`src/rtl/serial_frame_rx_if.sv`:
```
// Serial frame receiver bus: serial line in, word and status pulses out.
// Optional parity status under SERIAL_RX_PARITY_EN.
interface serial_frame_rx_if #(
   parameter int WIDTH = 4
);
   logic             D;
   logic [WIDTH-1:0] data_out;
   logic             valid;
   logic             frame_err;
   logic             busy;
`ifdef SERIAL_RX_PARITY_EN
   logic             parity_err;

   modport master (
      output D,
      input  data_out, valid, frame_err, busy, parity_err
   );

   modport slave (
      input  D,
      output data_out, valid, frame_err, busy, parity_err
   );
`else
   modport master (
      output D,
      input  data_out, valid, frame_err, busy
   );

   modport slave (
      input  D,
      output data_out, valid, frame_err, busy
   );
`endif
endinterface

```
`src/rtl/serial_frame_rx.sv`:
```
// Serial frame receiver: start(1), WIDTH data bits MSB first, stop(0).
// Define SERIAL_RX_PARITY_EN to add an even-parity bit before the stop bit.
module serial_frame_rx #(
   parameter int WIDTH = 4
) (
   input  logic               clk,
   input  logic               reset,
   serial_frame_rx_if.slave   bus
);

`ifdef SERIAL_RX_PARITY_EN
   typedef enum logic [1:0] {
      S_IDLE   = 2'd0,
      S_DATA   = 2'd1,
      S_PARITY = 2'd2,
      S_STOP   = 2'd3
   } state_t;
`else
   typedef enum logic [1:0] {
      S_IDLE = 2'd0,
      S_DATA = 2'd1,
      S_STOP = 2'd3
   } state_t;
`endif

   localparam logic [3:0] LAST = 4'(WIDTH - 1);

   state_t           r_state;
   state_t           w_next;
   logic [3:0]       r_cnt;
   logic [WIDTH-1:0] r_shift;
   logic [WIDTH-1:0] r_data_out;
   logic             r_valid;
   logic             r_frame_err;
   logic             w_valid;
   logic             w_frame_err;
`ifdef SERIAL_RX_PARITY_EN
   logic             r_par;
   logic             r_parity_err;
   logic             w_parity_err;
`endif

   // state register
   always_ff @(posedge clk) begin
      if (reset) begin
         r_state <= S_IDLE;
      end else begin
         r_state <= w_next;
      end
   end

   // next-state logic
   always_comb begin
      w_next = r_state;
      unique case (r_state)
         S_IDLE: begin
            if (bus.D) begin
               w_next = S_DATA;
            end
         end
         S_DATA: begin
            if (r_cnt == LAST) begin
`ifdef SERIAL_RX_PARITY_EN
               w_next = S_PARITY;
`else
               w_next = S_STOP;
`endif
            end
         end
`ifdef SERIAL_RX_PARITY_EN
         S_PARITY: begin
            w_next = S_STOP;
         end
`endif
         S_STOP: begin
            // a bad stop bit is never reused as a start bit
            w_next = S_IDLE;
         end
         default: begin
            w_next = S_IDLE;
         end
      endcase
   end

   // output decode: pulses resolved at the stop-bit edge
   always_comb begin
      w_valid     = 1'b0;
      w_frame_err = 1'b0;
`ifdef SERIAL_RX_PARITY_EN
      w_parity_err = 1'b0;
`endif
      if (r_state == S_STOP) begin
         if (bus.D) begin
            w_frame_err = 1'b1;
`ifdef SERIAL_RX_PARITY_EN
         end else if (r_par) begin
            w_parity_err = 1'b1;
`endif
         end else begin
            w_valid = 1'b1;
         end
      end
   end

   // datapath: counter, shift register, parity accumulator
   always_ff @(posedge clk) begin
      if (reset) begin
         r_cnt   <= '0;
         r_shift <= '0;
`ifdef SERIAL_RX_PARITY_EN
         r_par   <= 1'b0;
`endif
      end else begin
         unique case (r_state)
            S_IDLE: begin
               r_cnt <= '0;
`ifdef SERIAL_RX_PARITY_EN
               r_par <= 1'b0;
`endif
            end
            S_DATA: begin
               r_shift <= {r_shift[WIDTH-2:0], bus.D};
               r_cnt   <= r_cnt + 4'd1;
`ifdef SERIAL_RX_PARITY_EN
               r_par   <= r_par ^ bus.D;
`endif
            end
`ifdef SERIAL_RX_PARITY_EN
            S_PARITY: begin
               r_par <= r_par ^ bus.D;
            end
`endif
            default: begin
               r_cnt <= r_cnt;
            end
         endcase
      end
   end

   // registered outputs
   always_ff @(posedge clk) begin
      if (reset) begin
         r_data_out  <= '0;
         r_valid     <= 1'b0;
         r_frame_err <= 1'b0;
`ifdef SERIAL_RX_PARITY_EN
         r_parity_err <= 1'b0;
`endif
      end else begin
         r_valid     <= w_valid;
         r_frame_err <= w_frame_err;
`ifdef SERIAL_RX_PARITY_EN
         r_parity_err <= w_parity_err;
`endif
         if (w_valid) begin
            r_data_out <= r_shift;
         end
      end
   end

   assign bus.data_out  = r_data_out;
   assign bus.valid     = r_valid;
   assign bus.frame_err = r_frame_err;
   assign bus.busy      = (r_state != S_IDLE);
`ifdef SERIAL_RX_PARITY_EN
   assign bus.parity_err = r_parity_err;
`endif

endmodule
```
`src/flat_wrapper.sv`:
```
// flat-port wrapper written by rule: the top's interface ports become plain ports
module serial_frame_rx_flat 
#(
   parameter int WIDTH = 4
)
  (clk, reset, bus_D, bus_data_out, bus_valid, bus_frame_err, bus_busy);
  serial_frame_rx_if #(.WIDTH(WIDTH)) bus_i ();
  input  logic clk;
  input  logic reset;
  input wire logic [$bits(bus_i.D)-1:0] bus_D;
  output wire logic [$bits(bus_i.data_out)-1:0] bus_data_out;
  output wire logic [$bits(bus_i.valid)-1:0] bus_valid;
  output wire logic [$bits(bus_i.frame_err)-1:0] bus_frame_err;
  output wire logic [$bits(bus_i.busy)-1:0] bus_busy;
  assign bus_i.D = bus_D;
  assign bus_data_out = bus_i.data_out;
  assign bus_valid = bus_i.valid;
  assign bus_frame_err = bus_i.frame_err;
  assign bus_busy = bus_i.busy;
  serial_frame_rx #(.WIDTH(WIDTH)) u_core (.clk(clk), .reset(reset), .bus(bus_i));
endmodule
```
`config.mk`:
```
export PLATFORM = sky130hd
export DESIGN_NAME = serial_frame_rx_flat
export DESIGN_NICKNAME = d
export VERILOG_FILES = /design/src/rtl/serial_frame_rx_if.sv /design/src/rtl/serial_frame_rx.sv /design/src/flat_wrapper.sv
export SDC_FILE = /design/constraint.sdc
export NUM_CORES = 1
export LEC_CHECK = 0
export ABC_AREA = 1
export ABC_CLOCK_PERIOD_IN_PS = 2350
export CAP_MARGIN = 0
export CELL_PAD_IN_SITES_DETAIL_PLACEMENT = 0
export CELL_PAD_IN_SITES_GLOBAL_PLACEMENT = 1
export CORE_ASPECT_RATIO = 1.2
export CORE_MARGIN = 2
export CORE_UTILIZATION = 40
export CTS_CLUSTER_DIAMETER = 150
export CTS_CLUSTER_SIZE = 10
export DETAILED_ROUTE_END_ITERATION = 10
export PLACE_DENSITY_LB_ADDON = 0.3
export SYNTH_ARGS = -nofsm -noshare
export SYNTH_HDL_FRONTEND = slang
export SYNTH_SLANG_ARGS = --single-unit
export TNS_END_PERCENT = 100
```
`constraint.sdc`:
```
create_clock -name clk -period 2.35 [get_ports clk]
set_input_delay 0.3525 -clock clk [delete_from_list [all_inputs] [get_ports clk]]
set_output_delay 0.3525 -clock clk [all_outputs]
set_load 0.01 [all_outputs]
```
Word-level counts from Yosys, hierarchy flattened
Cells that the tools add are included.
{ "word_totals": {"out_inout_bits": 7, "inputBits": 3, "wordCells": 25, "regBits": 16} }
{ "op_classes": {"n_reduce_logical": 5, "eq_ne": 5, "bitwise": 1, "addsub": 1, "n_mux": 7} }
{ "ops": {"columns": ["cell", "count"], "rows": [
  ["case mux 4 bit (2 select lines)", 1],
  ["adder 4 x 1 -> 4 bit, second input constant", 1],
  ["equality test 4 x 2 -> 1 bit, second input constant", 1],
  ["2-to-1 mux 2 bit", 2],
  ["case mux 2 bit (2 select lines)", 1],
  ["nonzero test 2 bit", 2],
  ["2-to-1 mux 1 bit", 3],
  ["equality test 2 x 1 -> 1 bit, second input constant", 1],
  ["equality test 2 bit, second input constant", 1],
  ["logical NOT 2 bit", 1],
  ["inequality test 2 x 1 -> 1 bit, second input constant", 1],
  ["inequality test 2 bit, second input constant", 1],
  ["AND reduction 2 bit", 1],
  ["OR reduction 2 bit", 1],
  ["inverter 1 bit", 1]
]} }

Longest topological paths before layout
Gate-level depths: netlist of the first run.
{ "logic_depth": {"word_depth": 3, "mapped_depth": 5, "depth_no_buf": 5} }

Worst setup path before layout of the first run
OpenSTA, ideal clock, no wires.
{ "synth_path": {"path_type": "register -> output", "startpoint": "register u_core.r_state[0]", "endpoint": "output port bus_busy", "required_ps": 1997, "t_arrival_ps": 589, "path_buffers": 1, "stages_incl_launch_ff": 4, "setup_slack_ps": 1409, "cell_sequence": "dfxtp_1 > buf_6 > inv_4 > nand2_1"} }
{ "synth_via": {"elab_chain_cells": 1} }
{ "synth_rtl": {"columns": ["element", "line_no", "text"], "rows": [
  ["from (decl)", "serial_frame_rx.sv:28", "state_t r_state;"],
  ["from (signal assigned)", "serial_frame_rx.sv:48", "r_state <= w_next;"],
  ["nonzero test 2 bit", "serial_frame_rx.sv:164", "assign bus.busy = (r_state != S_IDLE);"],
  ["to (decl)", "flat_wrapper.sv:14", "output wire logic [$bits(bus_i.busy)-1:0] bus_busy;"]
]} }
Every way passes these cells.

Worst setup path after layout of the first run
{ "layout_path": {"startpoint": "register u_core.r_state[1]", "endpoint": "output port bus_busy"} }
The elaborated chain is that of the path after synthesis.

==> metrics.md, run 1 <==
| Metric | Value |
|---|---|
| WP data arrival | ~1.5 ns |
| Post-CTS Setup Repair Bufs | 0 |
| Rel. slew slack | 66.2% |
| Pre-CTS setup slack | 0.783 ns |
| Synth Net Count | 81 |
| Switch Pwr | 0.117 mW |
| Hold Vio Cnt, Final | 0 |
| HPWL Detailed | 842 um |
| Synth Area in Compound Gates | 11.0% |
| FP Rows | 15 |
| Family with the most delay on the worst path | buffers and inverters |
| First-pass GRT wire length | 1900 um |
| Final setup vio count | 0 |
| Startpoint Class | flip-flop |
| Setup_tns | 0 ns |
| RSZ-0062 raised after global routing | false |
| CTS buffer count | 3 |
| CTS tree | done |
| Post-synth top area cell | dfxtp_1 |
| P&R area growth vs syn | 19.6% |
| WP depth | 4 |
| Reg clk slew, reported paths | 0.10 ns |
| Initial antenna violation count | 0 |
| Setup ws final | roughly 0.48 ns |
| NumNets Final | between 90 and 100 |
| Post-synth ARST share | 0% |
| Total number of vias | approximately 500 |
| Post-Synth Simple-Gate Area | between 20% and 30% |
| Critical path buffer and inverter count | 3 |
| Final core area utilization | 52.5% |
| XOR/XNOR Fraction of Synth Area | 0% |
| Worst-path cell chain | buf_4 > inv_1 > nand2_1 > clkdlybuf4s50_1 |
| Routability cong. | between 0.6 and 0.7 |
| VDD IR max | 317 uV |
| Netlist Area Pre-Place | 651 um^2 |
| Final min period | 1.87 ns |
| Die width | just over 40 um |
| CP required | approximately 2.0 ns |
| Vias per cell | 4.80 |
| Flop pwr share | 56.9% |
| Critical Setup Path Class | reg2out |
| # DRC | 0 |
| Ant diodes | 0 |
| Crit Path Max Fanout | 11 |
| Outcome | finished, final reports clean |
| Max Fclk | 0.534 GHz |
| Worst Setup End Kind | primary output |
| H-tree depth | 1 |
| Filler Cell Count | 144 |
| Ys Warns | 0 |
| Mux cell area share after synthesis | 0% |
| Synth top cells by count | dfxtp_1, nor2_1, nand2_1 |
| Routed len/inst | 11.0 um |
| Max Slew Vio Count | 0 |
| DRT antenna net count | 0 |
| Pwr per Cell Area | roughly 650 nW/um^2 |
| CP max stage cell | clkdlybuf4s50_1 |
| DRT Pass-1 Iters | 4 |
| Total GRT Usage | 14.7% |
| Gate Count Post-Synth | 77 |
| Max Root-Sink Buffers | 2 |
| Final hold slack | 0.462 ns |
| Worst-Margin Slew | 0.505 ns |
| Synth Register Bits | 16 |
| CTS Hold Buffers Added | 0 |
| Pint | 0.390 mW |
| Total power | 0.506 mW |
| Vias in the first global route | around 460 |
| Ys flop type | dfxtp_1 |
| LEAKAGE | 0.292 nW |
| Final period util | 79.7% |
| Post-synth top area share | 49.2% |
| EDFF count, synth | 0 |
| Largest family of logic cells by synthesized area | simple AND/OR/NAND/NOR gates |
| IO Count | 10 |
| DIE HEIGHT | a little under 50 um |
| Total wire length | 1160 um |
| Worst skew pair latency | 0.28 ns |
| Adder-Cell Fraction of Synth Area | ~1.9% |
| Sequential share of the synthesized area | around 49% |
| Power share of the clock group | 35.2% |
| Switching Fraction | 23.0% |
| Max-cap viol count | 0 |
| CTS sink count | 16 |
| Clock skew | between 0.006 and 0.007 ns |
| DIE AREA | 1970 um^2 |
| Clock Tree Root | clkbuf_4 |
| Share of cells above drive strength 1 | 12.5% |
| Worst path max stage delay | 0.52 ns |
| Hold crit path type | reg2reg |
| Logic pwr share | under 10% |
| Worst r2r path cells | 5 |
| Initial core utilization | 43.9% |
| Unique masters post-synth | 19 |
| Most common cell in the netlist | dfxtp_1 |
| Core Region | approximately 1500 um^2 |
| CTS resizes | 0 |
| Leading post-synthesis cells by cell area | dfxtp_1, nor2_1, nand2_1, a21oi_1, nand4_1 |
| Syn Area/Cell | 8.45 um^2 |
| Hold Path Cell Cnt | 2 |
| Buffers on Ports | 9 |
| Grt ovf | 0 |
| Starting DRT DRC Count | 2 |
| Largest net degree at the start of global routing | 13 |
-- through the flow --
step | std cells | instance area (um^2)
after floorplan | 77 | 651
after global placement | 101 | 742
after detailed placement | 101 | 742
after CTS | 105 | 778
after global routing | 105 | 778
final | 105 | 778
-- final timing paths --
path,from,end,slack (ns)
max,u_core.r_state[1],bus_busy,0.48
min,u_core.bus.data_out[0],u_core.bus.data_out[0],0.46
max reg2reg,u_core.r_state[1],u_core.r_shift[0],1.23
min reg2reg,u_core.bus.data_out[0],u_core.bus.data_out[0],0.46
-- logic make-up after synthesis --
family / count (synthesis)
buf+inv: 9
fa+ha+maj: 1
flops: 16
simple gates: 38
compound gates: 13
-- layer usage --
layer / share of wire, % / track usage, % / vias up
met5: 0 / 0 / -
met2: 49 / 25.0 / 5
met1: 48 / 17.1 / 219
met3: 2.1 / 4.11 / 2
li1: - / - / 278
met4: 0.69 / 6.00 / 0
-- layout by cell type, fill, tap and decap left out, drive strengths merged --
cell / netlist / final
nand2: 12 / 12
nor3: 2 / 2
dfxtp: 16 / 16
buf: 3 / 1
ha: 1 / 1
nand3: 4 / 4
clkdlybuf4s50: 0 / 9
nor2: 16 / 16
clkbuf: 0 / 4
nand4: 4 / 4
a211oi: 1 / 1
inv: 6 / 6
o21ai: 4 / 4
a21oi: 8 / 8
-- sequential cells by signal, summed over array words and instances (netlist names) --
register / cells
u_core.bus.data_out: 4
u_core.r_cnt: 4
u_core.r_shift: 4
u_core.r_state: 2
u_core.bus.frame_err: 1
u_core.bus.valid: 1
-- cell type report --
type                    instances  area, um^2  area share, %
flip-flops and latches         16         320           41.2
multi-input cells              52         278           35.7
repair buffers                 10        97.6           12.5
clock buffers                   4        36.3           4.66
inverters                       6        25.0           3.22
well taps                      17        21.3           2.73
-- power by group through the flow --
stage	registers [mW]	clock network (mW)	logic, mW
after floorplan	0.290	0	0.0338
after CTS	0.288	0.185	0.0407
after detailed placement	0.295	0	0.0404
after global routing	0.290	0.194	0.0458
after global placement	0.295	0	0.0396
final	0.288	0.178	0.0400
-- worst min-delay path, stage by stage (launching register included) --
cell,delay [ns]
dfxtp_1,0.32
nand2_1,0.06
a21oi_1,0.05
Note: power is estimated with default switching activity, not from simulation.
==> inputs of run 2 (changes only) <==
ABC_CLOCK_PERIOD_IN_PS = 1910   (was 2350)
CORE_UTILIZATION = 37   (was 40)
clock period = 1.91 ns   (was 2.35 ns; I/O delays follow)
==> run 2 against run 1 <==
Wire length is 5.8% lower; die area is 7.4% higher; clock-buffer cell count stayed put; global-route usage is 2.3 points lower; first-iteration DRC count is 100% higher; design area is 1.1% higher; register-to-register slack worse by 0.36 ns; power is 24% higher; critical endpoint unchanged; largest cell class unchanged; highest routed layer unchanged.
==> metrics.md, run 2 (synthesis results as in run 1) <==
| Metric | Value |
|---|---|
| Outcome | finished, final reports clean |
| CTS sink count | 16 (unchanged) |
| CTS Hold Buffers Added | 0 (unchanged) |
| Total number of vias | 529 (+5.0%) |
| H-tree depth | 1 (unchanged) |
| Routability cong. | 0.691 (+1.6%) |
| Final hold slack | 0.462 ns (+0.000200 ns) |
| Post-CTS Setup Repair Bufs | 0 (unchanged) |
| VDD IR max | 363 uV (+14%) |
| # DRC | 0 (unchanged) |
| Vias per cell | 4.94 (+3.0%) |
| Critical Setup Path Class | reg2out |
| DRT Pass-1 Iters | 4 (unchanged) |
| Worst-Margin Slew | 0.323 ns (-0.183 ns) |
| Hold Vio Cnt, Final | 0 (unchanged) |
| Buffers on Ports | 9 (unchanged) |
| Rel. slew slack | 78.4% (+12 points) |
| Initial antenna violation count | 0 (unchanged) |
| Ant diodes | 0 (unchanged) |
| Final min period | 1.80 ns |
| Share of cells above drive strength 1 | 13.5% (+0.98 points) |
| Setup ws final | 0.108 ns (-0.370 ns) |
| Total wire length | 1090 um (-5.8%) |
| Initial core utilization | 39.6% (-4.2 points) |
| CTS resizes | 0 (unchanged) |
| Total GRT Usage | 12.5% (-2.3 points) |
| RSZ-0062 raised after global routing | false |
| FP Rows | 16 (+1) |
| Core Region | 1640 um^2 (+11%) |
| Crit Path Max Fanout | 8 (-3) |
| HPWL Detailed | 830 um (-1.4%) |
| Final period util | 94.4% |
| Reg clk slew, reported paths | 0.09 ns (about the same) |
| Hold crit path type | reg2reg |
| DIE AREA | 2110 um^2 (+7.4%) |
| NumNets Final | 94 (+1.1%) |
| Clock skew | 0.00127 ns (-0.00490 ns) |
| DIE HEIGHT | 49.9 um (+3.6%) |
| Routed len/inst | 10.2 um (-7.5%) |
| DRT antenna net count | 0 (unchanged) |
| Worst skew pair latency | 0.29 ns (about the same) |
| Area of all placed cells without fillers | 787 um^2 (+1.1%) |
| Pre-CTS setup slack | 0.424 ns (-0.359 ns) |
| Max-cap viol count | 0 (unchanged) |
| Largest net degree at the start of global routing | 11 (-2) |
| Commonest cells after routing, fill and taps aside | dfxtp_1, nor2_1, nand2_1 |
| First-pass GRT wire length | 2030 um (+6.9%) |
| WP data arrival | 1.52 ns (about the same) |
| Pwr per Cell Area | 797 nW/um^2 (+23%) |
| Commonest non-fill, non-tap cell in the layout | dfxtp_1 |
| Cell area after placement | 751 um^2 (+1.2%) |
| CP required | 1.62 ns (-0.38 ns) |
| Setup_tns | 0 ns (unchanged) |
| Clock Tree Root | clkbuf_4 |
| Max Fclk | 0.555 GHz |
| LEAKAGE | 0.297 nW (+1.6%) |
| Grt ovf | 0 (unchanged) |
| Die width | 42.3 um (+3.6%) |
| Vias in the first global route | 479 (+5.0%) |
| IO Count | 10 (unchanged) |
| Startpoint Class | flip-flop |
| CTS buffer count | 3 (unchanged) |
| P&R area growth vs syn | 21.0% |
| Worst Setup End Kind | primary output |
| Max Root-Sink Buffers | 2 (unchanged) |
| Starting DRT DRC Count | 4 (+2) |
| Final setup vio count | 0 (unchanged) |
| CTS tree | done |
| Max Slew Vio Count | 0 (unchanged) |
-- run 2: changes by cell type in the layout (fill, tap and decap cells not counted), sizes merged --
cell / change
buf: +1
-- run 2: layout make-up --
type / instances / area [um^2]
flip-flops and latches: 16 / 320
inverters: 6 / 25.0
well taps: 18 / 22.5
clock buffers: 4 / 36.3
fillers: 185 / 855
multi-input cells: 52 / 278
repair buffers: 11 / 105
-- run 2: power breakdown --
group / switching (mW) / internal (mW) / leakage [nW]
clock network: 0.107 / 0.116 / 0.0210
registers: 0.00999 / 0.344 / 0.130
logic: 0.0289 / 0.0209 / 0.146
total: 0.146 / 0.481 / 0.297
-- run 2: worst paths after layout --
path	startpoint	end	slack (ns)	cells after the start
max reg2reg	u_core.r_state[0]	u_core.r_shift[0]	0.87	3
max	u_core.r_state[0]	bus_busy	0.11	3
min reg2reg	u_core.bus.data_out[1]	u_core.bus.data_out[1]	0.46	2
min	u_core.bus.data_out[1]	u_core.bus.data_out[1]	0.46	2
-- run 2: critical path, stage by stage (launching register included) --
cell and delay (ns):
dfxtp_1 0.52, inv_4 0.10, nand2_1 0.08, clkdlybuf4s50_1 0.53
-- run 2: per-layer routing --
layer	GRT usage, %	routed length (um)	vias up
met1	15.6	486	240
met5	0	0	-
met3	2.20	34	4
li1	-	-	277
met4	7.81	33	0
met2	19.5	537	8
-- run 2: per-stage QoR --
| step | power [mW] | std cells | util, % |
|---|---|---|---|
| 6_report | 0.627 | 107 | 47.9 |
| 5_1_grt | 0.659 | 107 | 47.9 |
| 4_1_cts | 0.633 | 107 | 47.9 |
| 3_5_place_dp | 0.412 | 103 | 45.7 |
| 3_3_place_gp | 0.412 | 103 | 45.7 |
| 2_1_floorplan | 0.398 | 77 | - |
